===== src/rtl/half_subtractor.sv =====
// Bit-parallel half subtractor: per-lane combinational diff/borrow, a valid-qualified
// registered copy, and a saturating counter of accepted borrow events.
module half_subtractor #(
  parameter int unsigned WIDTH = 1,
  parameter int unsigned CNT_W = 16
) (
  input  logic             clk,
  input  logic             rst_n,
  input  logic [WIDTH-1:0] a,
  input  logic [WIDTH-1:0] b,
  input  logic             in_valid,
  input  logic             cnt_clr,
  output logic [WIDTH-1:0] diff,
  output logic [WIDTH-1:0] borrow,
  output logic [WIDTH-1:0] diff_q,
  output logic [WIDTH-1:0] borrow_q,
  output logic             out_valid,
  output logic [CNT_W-1:0] borrow_cnt
);

  localparam int unsigned PopW = $clog2(WIDTH + 1);
  // One spare bit above the wider operand so the sum never wraps before the saturation test.
  localparam int unsigned SumW = ((CNT_W > PopW) ? CNT_W : PopW) + 1;
  localparam logic [SumW-1:0] CntMax = {{(SumW - CNT_W){1'b0}}, {CNT_W{1'b1}}};

  logic [WIDTH-1:0] diff_d;
  logic [WIDTH-1:0] borrow_d;
  logic [CNT_W-1:0] cnt_q;
  logic [CNT_W-1:0] cnt_d;
  logic [PopW-1:0]  pop;
  logic [SumW-1:0]  sum;

  always_comb begin
    diff   = a ^ b;
    borrow = ~a & b;
  end

  always_comb begin
    pop = '0;
    for (int unsigned i = 0; i < WIDTH; i++) begin
      pop = pop + PopW'(borrow[i]);
    end
  end

  always_comb begin
    diff_d   = in_valid ? diff : diff_q;
    borrow_d = in_valid ? borrow : borrow_q;
    sum      = SumW'(cnt_q) + SumW'(pop);
    cnt_d    = cnt_q;
    // Clear wins over a same-cycle accept; the current borrows are dropped.
    if (cnt_clr) begin
      cnt_d = '0;
    end else if (in_valid) begin
      cnt_d = (sum > CntMax) ? {CNT_W{1'b1}} : sum[CNT_W-1:0];
    end
  end

  always_ff @(posedge clk or negedge rst_n) begin
    if (!rst_n) begin
      diff_q    <= '0;
      borrow_q  <= '0;
      out_valid <= 1'b0;
      cnt_q     <= '0;
    end else begin
      diff_q    <= diff_d;
      borrow_q  <= borrow_d;
      out_valid <= in_valid;
      cnt_q     <= cnt_d;
    end
  end

  assign borrow_cnt = cnt_q;

endmodule


===== config.mk =====
export PLATFORM = sky130hd
export DESIGN_NAME = half_subtractor
export DESIGN_NICKNAME = d
export VERILOG_FILES = /design/src/rtl/half_subtractor.sv
export SDC_FILE = /design/constraint.sdc
export NUM_CORES = 1
export LEC_CHECK = 0
export CORE_MARGIN = 1
export CORE_UTILIZATION = 25
export CTS_CLUSTER_DIAMETER = 120
export DETAILED_ROUTE_END_ITERATION = 6
export SETUP_SLACK_MARGIN = 0.3
export SLEW_MARGIN = 20
export SYNTH_ARGS = -nofsm -noshare
export SYNTH_HDL_FRONTEND = slang
export SYNTH_SLANG_ARGS = --single-unit

===== constraint.sdc =====
create_clock -name clk -period 2.5 [get_ports clk]
set_clock_uncertainty 0.2 [all_clocks]
set_input_delay 0.5 -clock clk [delete_from_list [all_inputs] [get_ports clk]]
set_output_delay 0.5 -clock clk [all_outputs]
set_load 0.01 [all_outputs]

==> results of run 1 <==
[final cells by class]
class	instances	area (um2)	share of cell area, %
clock inverter	1	5.00	0.320
sequential	19	475	30.4
clock buffer	3	41.3	2.64
timing repair buffer	38	343	21.9
multi-input combinational	73	617	39.4
tap	48	60.1	3.84
inverter	6	22.5	1.44
[worst min path at each step]
stage,from,to,cells after the start
global placement,borrow_q$_DFFE_PN0P_,borrow_q$_DFFE_PN0P_,1
finish,diff_q$_DFFE_PN0P_,diff_q$_DFFE_PN0P_,1
CTS,diff_q$_DFFE_PN0P_,diff_q$_DFFE_PN0P_,1
detailed placement,diff_q$_DFFE_PN0P_,diff_q$_DFFE_PN0P_,1
global route,diff_q$_DFFE_PN0P_,diff_q$_DFFE_PN0P_,1
floorplan,rst_n,borrow_cnt[0]$_DFFE_PN0P_,0
[metal layers]
layer  share of wire [%]  up-vias  wire length [um]  track usage (%)
met5                   0        -                 0                0
met2                  48       46              1270             21.6
li1                    -      465                 -                -
met1                  45      470              1210             16.0
met4                0.90        0                24             4.08
met3                 6.4        4               172             2.59
[sequential cells by signal, indices dropped and copies added (netlist names)]
register,cells
borrow_cnt,16
borrow_q,1
diff_q,1
out_valid,1
[repair_timing]
action,in CTS,in global routing
gates resized for setup,20,9
pin swaps,0,4
hold endpoints to repair,0,0
endpoints found under the setup margin,15,15
setup buffers,0,2
hold buffers,0,0
[cell usage after synthesis, drive strengths merged]
library cell,n,area (um2)
buf,2,8.75
inv,6,22.5
nand4,1,21.3
ha,3,37.5
o21bai,2,15.0
nand3,11,65.1
a31oi,4,25.0
and2,1,6.26
a21oi,5,25.0
a211oi,9,67.6
mux2,2,22.5
nor4,2,12.5
dfrtp,19,475
nor3,3,31.3
o21ai,1,5.00
nor2b,1,6.26
mux2i,2,20.0
a311oi,4,35.0
clkbuf,1,3.75
a41o,1,10.0
a41oi,2,17.5
nand2,5,18.8
and4,1,8.76
nor2,10,40.0
and3,3,18.8
[stage by stage]
step | instances | setup WS (ns)
3_5_place_dp | 182 | -0.0988
6_report | 188 | 0.348
3_3_place_gp | 182 | -0.0523
5_1_grt | 188 | 0.290
2_1_floorplan | 101 | 0.424
4_1_cts | 186 | 0.296
[cells by family after synthesis]
group | count (synthesis)
and+or+nand+nor | 38
AOI/OAI and AO/OA | 28
DFF | 19
buffers and inverters | 9
muxes | 4
adders and majority gates | 3
[power by group]
group	total (mW)	switching, mW	internal (mW)
Sequential	0.319	0.00547	0.313
Combinational	0.0698	0.0337	0.0361
Clock	0.224	0.113	0.111
==> impl_metrics.tcl, run 1 <==
set metrics [dict create \
    syn_nets 110 \
    syn_area_per_cell_um2 10.1 \
    grt_pass1_vias 915 \
    fin_crit_sh_pct 86.1 \
    ys_seq_area_share_pct 46.6 \
    diodes 0 \
    cp_max_fo 3 \
    htree_levels 1 \
    die_height_um 65.9 \
    setup.worst_path.class "in -> out" \
    dieArea_mm2 0.00434 \
    fmax_mhz 465 \
    ys_ff_latch 19 \
    synth_top_family_by_area "simple AND/OR/NAND/NOR gates" \
    drv_slew 0 \
    final_nets 150 \
    grt_pass1_wl_um 4220 \
    ys_warn_count 0 \
    track_usage_pct 12.8 \
    root_buffer "clkbuf_8" \
    grt_max_degree 20 \
    ant_nets 0 \
    cp.arrival_ns 1.45 \
    routed_via_density 5.24 \
    clock_latency_ns 0.26 \
    whs_ns 0.315 \
    tightestPinTransition_ns 0.517 \
    path_delay_family "buffers and inverters" \
    end_kind "primary output" \
    finalSetupTns_ns 0 \
    utilization_pct 41.2 \
    synth_xor_area_share_pct 0 \
    critPathBufInv 4 \
    synthCells 101 \
    final_area_mm2 0.00156 \
    vdd_ir_drop_max_mv 0.208 \
    drt_iter0_markers 56 \
    port_buffers 26 \
    status "complete, no violations" \
    synthAdderAreaFrac_pct 3.68 \
    routed_wl_um 2670 \
    min_path_type "reg -> reg" \
    synthToLayoutAreaGrowth_pct 53.4 \
    via_count 985 \
    cts_buffer_depth 2 \
    critPathLaunchType "input pin" \
    ff2ff_path_depth 4 \
    overflow 0 \
    p_per_area_mw_per_mm2 392 \
    grt_antenna_before_repair 0 \
    synth_mux_area_share_pct 4.17 \
    cts_tree "built" \
    endpoint "borrow" \
    synth-compound-area-share_pct 19.6 \
    final_cell_mix "clkdlybuf4s50_1 (23), dfrtp_1 (19), buf_4 (12), nand3_1 (8)" \
    cp-startpoint "a" \
    drcViolationCount 0 \
    rr_endpoint "borrow_cnt[7]$_DFFE_PN0P_" \
    dpl_cell_area_mm2 0.00140 \
    path_cells "clkdlybuf4s50_1 -> inv_2 -> ha_4 -> buf_4 -> buf_2" \
    synth_area_mm2 0.00102 \
    slew_headroom_pct 65.4 \
    hold_violations 0 \
    max_stage_delay_ns 0.48 \
    r2r_slack_ns 0.64 \
    p_total_mw 0.612 \
    p_leak_nw 0.658 \
    first_pass_iters 4 \
    row_count 22 \
    clock_sinks 19 \
    crit_path_top_delay_cell "clkdlybuf4s50_1" \
    crit-reg2reg-launch "borrow_cnt[6]$_DFFE_PN0P_" \
    gp_congestion 0.747 \
    cts.clk_slew.worst_paths_ns 0.08 \
    synthSimpleGateAreaFrac_pct 22.5 \
    numCtsBuffers 3 \
    place_hpwl_um 1830 \
    cap_viol_max_count 0 \
    setup_violations 0 \
    period_needed_ns 2.15 \
    fillers 372 \
    rsz0062_at_grt "no" \
    critPathRequiredTime_ns 1.80 \
    final_common_cell "clkdlybuf4s50_1" \
    ioPinCount 27 \
    die_w_um 65.9 \
    critical_path_depth 5 \
    coreArea_mm2 0.00380 \
    layout-drive-gt1-share_pct 27.1 \
    yosysUniqueCellTypes 30 \
    start_util_pct 26.8 \
    wl_per_cell_um 14.2 \
]
Note: power is estimated with default switching activity, not from simulation.
==> run 2: changes to the inputs <==
--- a/config.mk
+++ b/config.mk
@@ -11,5 +11,4 @@
 export DETAILED_ROUTE_END_ITERATION = 6
 export SETUP_SLACK_MARGIN = 0.3
-export SLEW_MARGIN = 20
 export SYNTH_ARGS = -nofsm -noshare
 export SYNTH_HDL_FRONTEND = slang
==> constraint.sdc (replaced) <==
create_clock -name clk -period 2.5 [get_ports clk]
set_clock_uncertainty 0.2 [all_clocks]
set_input_delay 0.5 -clock clk [delete_from_list [all_inputs] [get_ports clk]]
set_output_delay 0.5 -clock clk [all_outputs]
set_load 0.02 [all_outputs]
==> impl_metrics.tcl, run 2 (synthesis results as in run 1) <==
set metrics [dict create \
    tightestPinTransition_ns 0.728 \
    cap_viol_max_count 0 \
    cts_hold_buf 0 \
    rsz0062_at_grt "no" \
    critPathRequiredTime_ns 1.80 \
    cts_tree "built" \
    drv_slew 0 \
    cp.arrival_ns 1.41 \
    root_buffer "clkbuf_8" \
    worstHoldStart "diff_q$_DFFE_PN0P_" \
    first_pass_iters 5 \
    ant_nets 0 \
    clock_latency_ns 0.26 \
    overflow 0 \
    drcViolationCount 0 \
    setup_violations 0 \
    dieArea_mm2 0.00434 \
    drt_iter0_markers 27 \
    largest_register_ffs 16 \
    setup.worst_path.class "reg -> out" \
    holdPathEnd "diff_q$_DFFE_PN0P_" \
    ff2ff_path_depth 4 \
    cts.clk_slew.worst_paths_ns 0.08 \
    cts_buffer_depth 2 \
    hold_violations 0 \
    wl_met2_um 1220 \
    status "complete, no violations" \
    r2r_slack_ns 0.70 \
    holdPathStages 1 \
    p_sw_share_pct 24.6 \
    synthToLayoutAreaGrowth_pct 54.5 \
    cp_max_fo 8 \
    path_delay_family "buffers and inverters" \
    p_per_area_mw_per_mm2 389 \
    routed_wl_um 2640 \
    final_common_cell "clkdlybuf4s50_1" \
    grt_max_degree 20 \
    fin_crit_sh_pct 84.5 \
    p_int_mw 0.462 \
    htree_levels 1 \
    final_cell_mix "clkdlybuf4s50_1 (22), dfrtp_1 (19), buf_4 (10)" \
    wl_per_cell_um 14.1 \
    die_height_um 65.9 \
    row_count 22 \
    clock_sinks 19 \
    place_hpwl_um 1770 \
    rr_endpoint "borrow_cnt[1]$_DFFE_PN0P_" \
    routed_via_density 5.32 \
    die_w_um 65.9 \
    grt_pass1_wl_um 4360 \
    coreArea_mm2 0.00380 \
    grt_antenna_before_repair 0 \
    p_total_mw 0.613 \
    drt-met1-wl_um 1240 \
    critPathBufInv 1 \
    final_cells 188 \
    via_count 1001 \
    netSwitchingPower_mw 0.151 \
    fmax_mhz 473 \
    seq_power_share_pct 52.0 \
    critPathLaunchType "flop" \
    final_area_mm2 0.00158 \
    utilization_pct 41.5 \
    finalSetupTns_ns 0 \
    p_leak_nw 0.651 \
    power_frac_clock_pct 35.5 \
    start_util_pct 26.8 \
    crit-reg2reg-launch "borrow_cnt[6]$_DFFE_PN0P_" \
    layout-drive-gt1-share_pct 27.1 \
    highest_layer "met4" \
    period_needed_ns 2.11 \
    diodes 0 \
    path_cells "clkdlybuf4s50_1" \
    min_path_type "reg -> reg" \
    port_buffers 26 \
    numCtsBuffers 3 \
    max_stage_delay_ns 0.66 \
    crit_path_top_delay_cell "clkdlybuf4s50_1" \
    grt_pass1_vias 940 \
    gp_congestion 0.744 \
    slew_headroom_pct 51.3 \
    vdd_ir_drop_max_mv 0.189 \
    final_nets 150 \
    dp.cells 181 \
    p_comb_share_pct 12.5 \
    ioPinCount 27 \
    met3_length_um 135 \
    end_kind "primary output" \
    track_usage_pct 13.3 \
    dpl_cell_area_mm2 0.00140 \
]
[run 2: worst max-delay path by stage]
stage	start	endpoint	slack, ns	cells past startpoint
6_report	borrow_cnt[1]$_DFFE_PN0P_	borrow_cnt[1]	0.39	1
5_1_grt	borrow_cnt[1]$_DFFE_PN0P_	borrow_cnt[1]	0.34	1
4_1_cts	a	borrow_cnt[10]$_DFFE_PN0P_	0.28	9
3_5_place_dp	b	borrow_cnt[0]$_DFFE_PN0P_	-0.14	7
3_3_place_gp	a	diff	-0.12	5
2_1_floorplan	a	borrow_cnt[12]$_DFFE_PN0P_	0.32	7
[run 2: area by class of cell]
class,instances,area (um2)
Fill cell,378,2220
Multi-Input combinational cell,73,618
Sequential cell,19,475
Timing Repair Buffer,38,354
Tap cell,48,60.1
Clock buffer,4,45.0
Inverter,6,22.5
[run 2: power by group through the flow]
stage / Combinational (mW) / Sequential (mW) / Clock (mW)
finish: 0.0765 / 0.319 / 0.218
global route: 0.0825 / 0.319 / 0.237
CTS: 0.0724 / 0.318 / 0.223
detailed placement: 0.0708 / 0.323 / 0
global placement: 0.0697 / 0.323 / 0
floorplan: 0.0226 / 0.331 / 0
[run 2: timing repair]
| action | in CTS | in global routing |
|---|---|---|
| setup endpoints to repair | 18 | 18 |
| hold endpoints to repair | 0 | 0 |
| pin swaps | 7 | 5 |
| setup buffers | 3 | 0 |
| resized for setup | 22 | 9 |
[run 2: layer usage]
metal / vias to the layer above / global-route usage (%)
met5: - / 0
met3: 10 / 2.59
met4: 0 / 4.89
met1: 482 / 17.3
li1: 464 / -
met2: 45 / 21.6
[run 2: through the flow]
step	setup slack, ns	hold slack (ns)
6_report	0.388	0.320
5_1_grt	0.343	0.331
4_1_cts	0.278	0.325
3_5_place_dp	-0.142	0.302
3_3_place_gp	-0.117	0.303
2_1_floorplan	0.324	0.00441
